--- config.mk ---
export PLATFORM = sky130hd
export DESIGN_NAME = display_cuenta_7seg
export DESIGN_NICKNAME = d
export VERILOG_FILES = /design/src/rtl/display_cuenta_7seg.sv
export SDC_FILE = /design/constraint.sdc
export NUM_CORES = 1
export LEC_CHECK = 0
export BUFFER_PORTS_ARGS = -buffer_cell sky130_fd_sc_hd__buf_4
export CAP_MARGIN = 40
export CORE_ASPECT_RATIO = 1.2
export CORE_MARGIN = 5
export CORE_UTILIZATION = 35
export DETAILED_ROUTE_END_ITERATION = 8
export MAX_ROUTING_LAYER = met4
export SETUP_SLACK_MARGIN = 0.05
export SYNTH_ARGS = -nofsm -noshare
export SYNTH_HDL_FRONTEND = slang
export SYNTH_SLANG_ARGS = --single-unit
--- constraint.sdc ---
create_clock -name clock -period 3.5 [get_ports clock]
set_input_delay 0.7 -clock clock [delete_from_list [all_inputs] [get_ports clock]]
set_output_delay 0.7 -clock clock [all_outputs]
set_load 0.005 [all_outputs]
--- src/rtl/display_cuenta_7seg.sv ---
// ============================================================================
// Module      : display_cuenta_7seg
// Description : Shows a captured 0..15 counter value in decimal on two
//               time-multiplexed 7-segment digits, with blanking gaps between
//               digits, leading-zero suppression and a wrap indicator on dp.
// Revision    : 1.0 - initial release
// ============================================================================
`default_nettype none

module display_cuenta_7seg #(
  parameter int REFRESH_DIV        = 50000,
  parameter int BLANK_CYCLES       = 500,
  parameter int ACTIVE_LOW         = 1,
  parameter int BLANK_LEADING_ZERO = 1
) (
  input  logic       clock,
  input  logic       reset_n,
  input  logic [3:0] cont,
  input  logic       load,
  output logic [6:0] seg,
  output logic [1:0] an,
  output logic       dp,
  output logic [3:0] valor
);

  localparam int TW = (REFRESH_DIV > 1) ? $clog2(REFRESH_DIV) : 1;
  localparam logic [TW-1:0] BLANK_RELOAD = TW'(BLANK_CYCLES - 1);
  localparam logic [TW-1:0] ON_RELOAD    = TW'(REFRESH_DIV - BLANK_CYCLES - 1);
  localparam logic [6:0]    SEG_POL      = (ACTIVE_LOW != 0) ? 7'h7F : 7'h00;
  localparam logic [1:0]    AN_POL       = (ACTIVE_LOW != 0) ? 2'b11 : 2'b00;
  localparam logic          DP_POL       = (ACTIVE_LOW != 0);

  typedef enum logic [1:0] {
    BLANK_U = 2'd0,
    ON_U    = 2'd1,
    BLANK_T = 2'd2,
    ON_T    = 2'd3
  } state_t;

  state_t          state_q, state_d;
  logic [TW-1:0]   timer_q, timer_d;
  logic [3:0]      valor_q, valor_d;
  logic            wrap_q, wrap_d;
  logic [3:0]      sh_units_q, sh_units_d;
  logic            sh_tens_q, sh_tens_d;
  logic            sh_wrap_q, sh_wrap_d;
  logic [6:0]      seg_q, seg_d;
  logic [1:0]      an_q, an_d;
  logic            dp_q, dp_d;

  logic            tens;
  logic [3:0]      units;
  logic [6:0]      seg_raw;
  logic [1:0]      an_raw;
  logic            dp_raw;

  function automatic logic [6:0] pattern(input logic [3:0] d);
    case (d)
      4'd0:    pattern = 7'b0111111;
      4'd1:    pattern = 7'b0000110;
      4'd2:    pattern = 7'b1011011;
      4'd3:    pattern = 7'b1001111;
      4'd4:    pattern = 7'b1100110;
      4'd5:    pattern = 7'b1101101;
      4'd6:    pattern = 7'b1111101;
      4'd7:    pattern = 7'b0000111;
      4'd8:    pattern = 7'b1111111;
      4'd9:    pattern = 7'b1101111;
      default: pattern = 7'b0000000;
    endcase
  endfunction

  always_comb begin
    valor_d = valor_q;
    wrap_d  = wrap_q;
    if (load) begin
      valor_d = cont;
      if (valor_q == 4'd15 && cont == 4'd0) begin
        wrap_d = 1'b1;
      end else if (cont != 4'd0) begin
        wrap_d = 1'b0;
      end
    end

    tens  = (valor_q >= 4'd10);
    units = tens ? (valor_q - 4'd10) : valor_q;

    state_d    = state_q;
    timer_d    = timer_q - 1'b1;
    sh_units_d = sh_units_q;
    sh_tens_d  = sh_tens_q;
    sh_wrap_d  = sh_wrap_q;
    if (timer_q == '0) begin
      case (state_q)
        BLANK_U: begin
          state_d    = ON_U;
          timer_d    = ON_RELOAD;
          sh_units_d = units;
          sh_wrap_d  = wrap_q;
        end
        ON_U: begin
          state_d = BLANK_T;
          timer_d = BLANK_RELOAD;
        end
        BLANK_T: begin
          state_d   = ON_T;
          timer_d   = ON_RELOAD;
          sh_tens_d = tens;
        end
        default: begin
          state_d = BLANK_U;
          timer_d = BLANK_RELOAD;
        end
      endcase
    end

    // Outputs follow the next state so they switch on the same edge as the FSM.
    an_raw  = 2'b00;
    seg_raw = 7'b0000000;
    dp_raw  = 1'b0;
    case (state_d)
      ON_U: begin
        an_raw  = 2'b01;
        seg_raw = pattern(sh_units_d);
        dp_raw  = sh_wrap_d;
      end
      ON_T: begin
        if (sh_tens_d || (BLANK_LEADING_ZERO == 0)) begin
          an_raw  = 2'b10;
          seg_raw = pattern({3'b000, sh_tens_d});
        end
      end
      default: begin
        an_raw = 2'b00;
      end
    endcase
    an_d  = an_raw ^ AN_POL;
    seg_d = seg_raw ^ SEG_POL;
    dp_d  = dp_raw ^ DP_POL;
  end

  always_ff @(posedge clock or negedge reset_n) begin
    if (!reset_n) begin
      state_q    <= BLANK_U;
      timer_q    <= BLANK_RELOAD;
      valor_q    <= 4'd0;
      wrap_q     <= 1'b0;
      sh_units_q <= 4'd0;
      sh_tens_q  <= 1'b0;
      sh_wrap_q  <= 1'b0;
      seg_q      <= SEG_POL;
      an_q       <= AN_POL;
      dp_q       <= DP_POL;
    end else begin
      state_q    <= state_d;
      timer_q    <= timer_d;
      valor_q    <= valor_d;
      wrap_q     <= wrap_d;
      sh_units_q <= sh_units_d;
      sh_tens_q  <= sh_tens_d;
      sh_wrap_q  <= sh_wrap_d;
      seg_q      <= seg_d;
      an_q       <= an_d;
      dp_q       <= dp_d;
    end
  end

  assign seg   = seg_q;
  assign an    = an_q;
  assign dp    = dp_q;
  assign valor = valor_q;

endmodule

`default_nettype wire

==> metrics <==
Routed WL 4.207 mm; setup tns final 0 ns; Post-CTS Hold Buffers 0; worst vdd ir around 200 uV; Final Instance Area about 2400 um2; Worst Hold Class input pin to async pin; Final Cycle Share 0.8165; Peak Freq ~350 MHz; largest net degree at the start of global routing 40; DP Area 2265 um2; vias in the first global route between 1,500 and 2,000; Synth Cell Area just over 2000 um2; H-tree Lvls 2; clk slew on worst S/H paths ~0.07 ns; critical path peak fanout 7; TritonCTS buffer count 5; Post-synth EDFFs 0; Fill cells around 570; Final ANT Viol Nets 0; clk sinks 39; Final WS setup between 0.6 and 0.7 ns; multi-input logic area roughly 950 um2; Seq cells post-synth 39; routed vias 1,550; via-per-instance ratio 5.201; prevailing post-synth register cell dfrtp_1; DR pass1 iterations 4; CP Data Arrival Time 3.07 ns; Antenna Cells 0; setup bufs post-CTS 0; worst skew pair latency slightly below 0.3 ns; synthesis-to-finish area growth 17.68%; Max clock buf depth 2; GRT Util Overall 0.1333; Nets between 200 and 300; Port Buf Inserts 20; # rows 30; Detailed Place HPWL about 3.1 mm; Period minus WS final between 2 and 3 ns; Required @ worst endpoint roughly 3.7 ns; Max-Cap Viols 0; share of cells above drive strength 1 0.2564; DRC errors left 0; io pins 21; area share of the largest cell type after synthesis 0.2719; placed cell count 290; asr flop ratio synth 1.000; quantity of gates resized following cts 0; Starting Density 0.3596; wire per inst 14.12 um; die height between 90 and 100 um; startpoint types flip-flop; RSZ-0062 raised after global routing no; Pleak between 1 and 1.5 nW; Final Hold Viols 0; synth top area cells dfrtp_1, dfstp_2, ha_1; sequential share of the synthesized area 0.4926; cell taking the most area after synthesis dfrtp_1; Synth warnings 0; count of final setup violators 0; register area about 1000 um2; die area approximately 7400 um2; first-pass GRT wire length around 7.5 mm; critical path capture point type flip-flop; clock skew 0.002895 ns; Max-slew headroom 0.4657; initial antenna violation count 0; overflow left after global routing 0; worst slew pin tran between 0.7 and 0.8 ns; CTS tree yes; Die Wd roughly 79 um; worst slack, placed 0.7048 ns; most common cell after layout, fill and taps aside buf_4; Netlist cell types 42; GPL Wtd Cong between 0.8 and 0.9; Avg Cell Area, Syn about 9.7 um2; Starting DRT DRC Count slightly above 60; non-filler cells, final 298; CORE AREA 5630 um2; Max Slew Vio Count 0; Post-Synthesis Cells 208; CTS Root Cell clkbuf_8; Syn Nets 225; Crit Path Category flip-flop to flip-flop; most frequent cells in the layout buf_4, dfrtp_1, nor2_1; status completed; pwr dens between 400 and 500 nW/um2
[stage by stage]
stage                 util  hold slack (ns)  total power, mW
floorplan                -           0.4044           0.5523
global placement    0.4022           0.4377           0.6047
detailed placement  0.4022           0.4445           0.6061
CTS                 0.4231           0.3881           0.9973
global route        0.4231           0.4040            1.036
finish              0.4231           0.3743           0.9808
[where the power goes]
part / leakage (nW) / switching [mW] / internal (mW)
combinational: 0.543 / 0.0524 / 0.0500
clock: 0.0612 / 0.155 / 0.231
sequential: 0.449 / 0.0149 / 0.478
[worst paths after layout]
path | cells after the start | startpoint | slack [ns] | endpoint
hold reg to reg | 1 | timer_q[0]$_DFF_PN1_ | 0.46 | timer_q[0]$_DFF_PN1_
setup reg to reg | 12 | state_q[0]$_DFF_PN0_ | 0.64 | seg[3]$_DFF_PN1_
setup / recovery | 12 | state_q[0]$_DFF_PN0_ | 0.64 | seg[3]$_DFF_PN1_
max in group asynchronous | 1 | reset_n | 2.76 | timer_q[6]$_DFF_PN1_
hold / removal | 1 | reset_n | 0.37 | valor[1]$_DFFE_PN0P_
min in group clock | 1 | timer_q[0]$_DFF_PN1_ | 0.46 | timer_q[0]$_DFF_PN1_
[per-layer routing]
| metal | global-route usage | share of wire |
|---|---|---|
| met5 | - | 0 |
| met4 | 0.03868 | 0.011 |
| met3 | 0.03565 | 0.032 |
| met2 | 0.2396 | 0.54 |
| met1 | 0.1422 | 0.42 |
[state kept, by name (all words and copies together) (netlist names)]
| register | flops |
|---|---|
| sh_units_q | 4 |
| state_q | 2 |
| wrap_q | 1 |
| sh_tens_q | 1 |
| seg | 7 |
| sh_wrap_q | 1 |
| an | 2 |
| dp | 1 |
| valor | 4 |
| timer_q | 16 |
[Yosys cell counts (3+ instances only)]
library cell  instances
a21oi_1              19
a31oi_1               6
clkbuf_1              6
dfrtp_1              22
dfstp_2              17
ha_1                 10
inv_1                13
mux2i_1               5
nand2_1              17
nand2b_1              5
nand3_1               8
nand4_1               3
nor2_1               20
nor3_1                4
o21ai_0              11
xnor2_1               5
xor2_1                3
[cells by family after synthesis]
family / Yosys count / share of synthesized area
XOR/XNOR: 8 / 0.03461
adder cells (fa/ha/maj): 10 / 0.06180
AND/OR/NAND/NOR: 78 / 0.2046
buffers and inverters: 20 / 0.03770
multiplexers: 7 / 0.03585
AO/OA/AOI/OAI: 46 / 0.1329
flip-flops: 39 / 0.4926
[area by class of cell]
type	instances	area share
Inverter	13	0.02048
Clock buffer	6	0.03466
Sequential cell	39	0.4186
Tap cell	64	0.03361
Timing Repair Buffer	25	0.07878
Clock inverter	2	0.01471
Multi-Input combinational cell	149	0.3992
[worst max-delay path, cell delays in order, from the launching register on]
cell	delay (ns)
dfrtp_1	0.38
inv_1	0.11
ha_1	0.27
nor4bb_1	0.39
nand4_1	0.28
nand2_1	0.13
and2_1	0.20
inv_1	0.09
ha_1	0.23
a21oi_1	0.17
o221ai_1	0.15
a21oi_1	0.26
a21oi_1	0.11
Note: power is estimated with default switching activity, not from simulation.
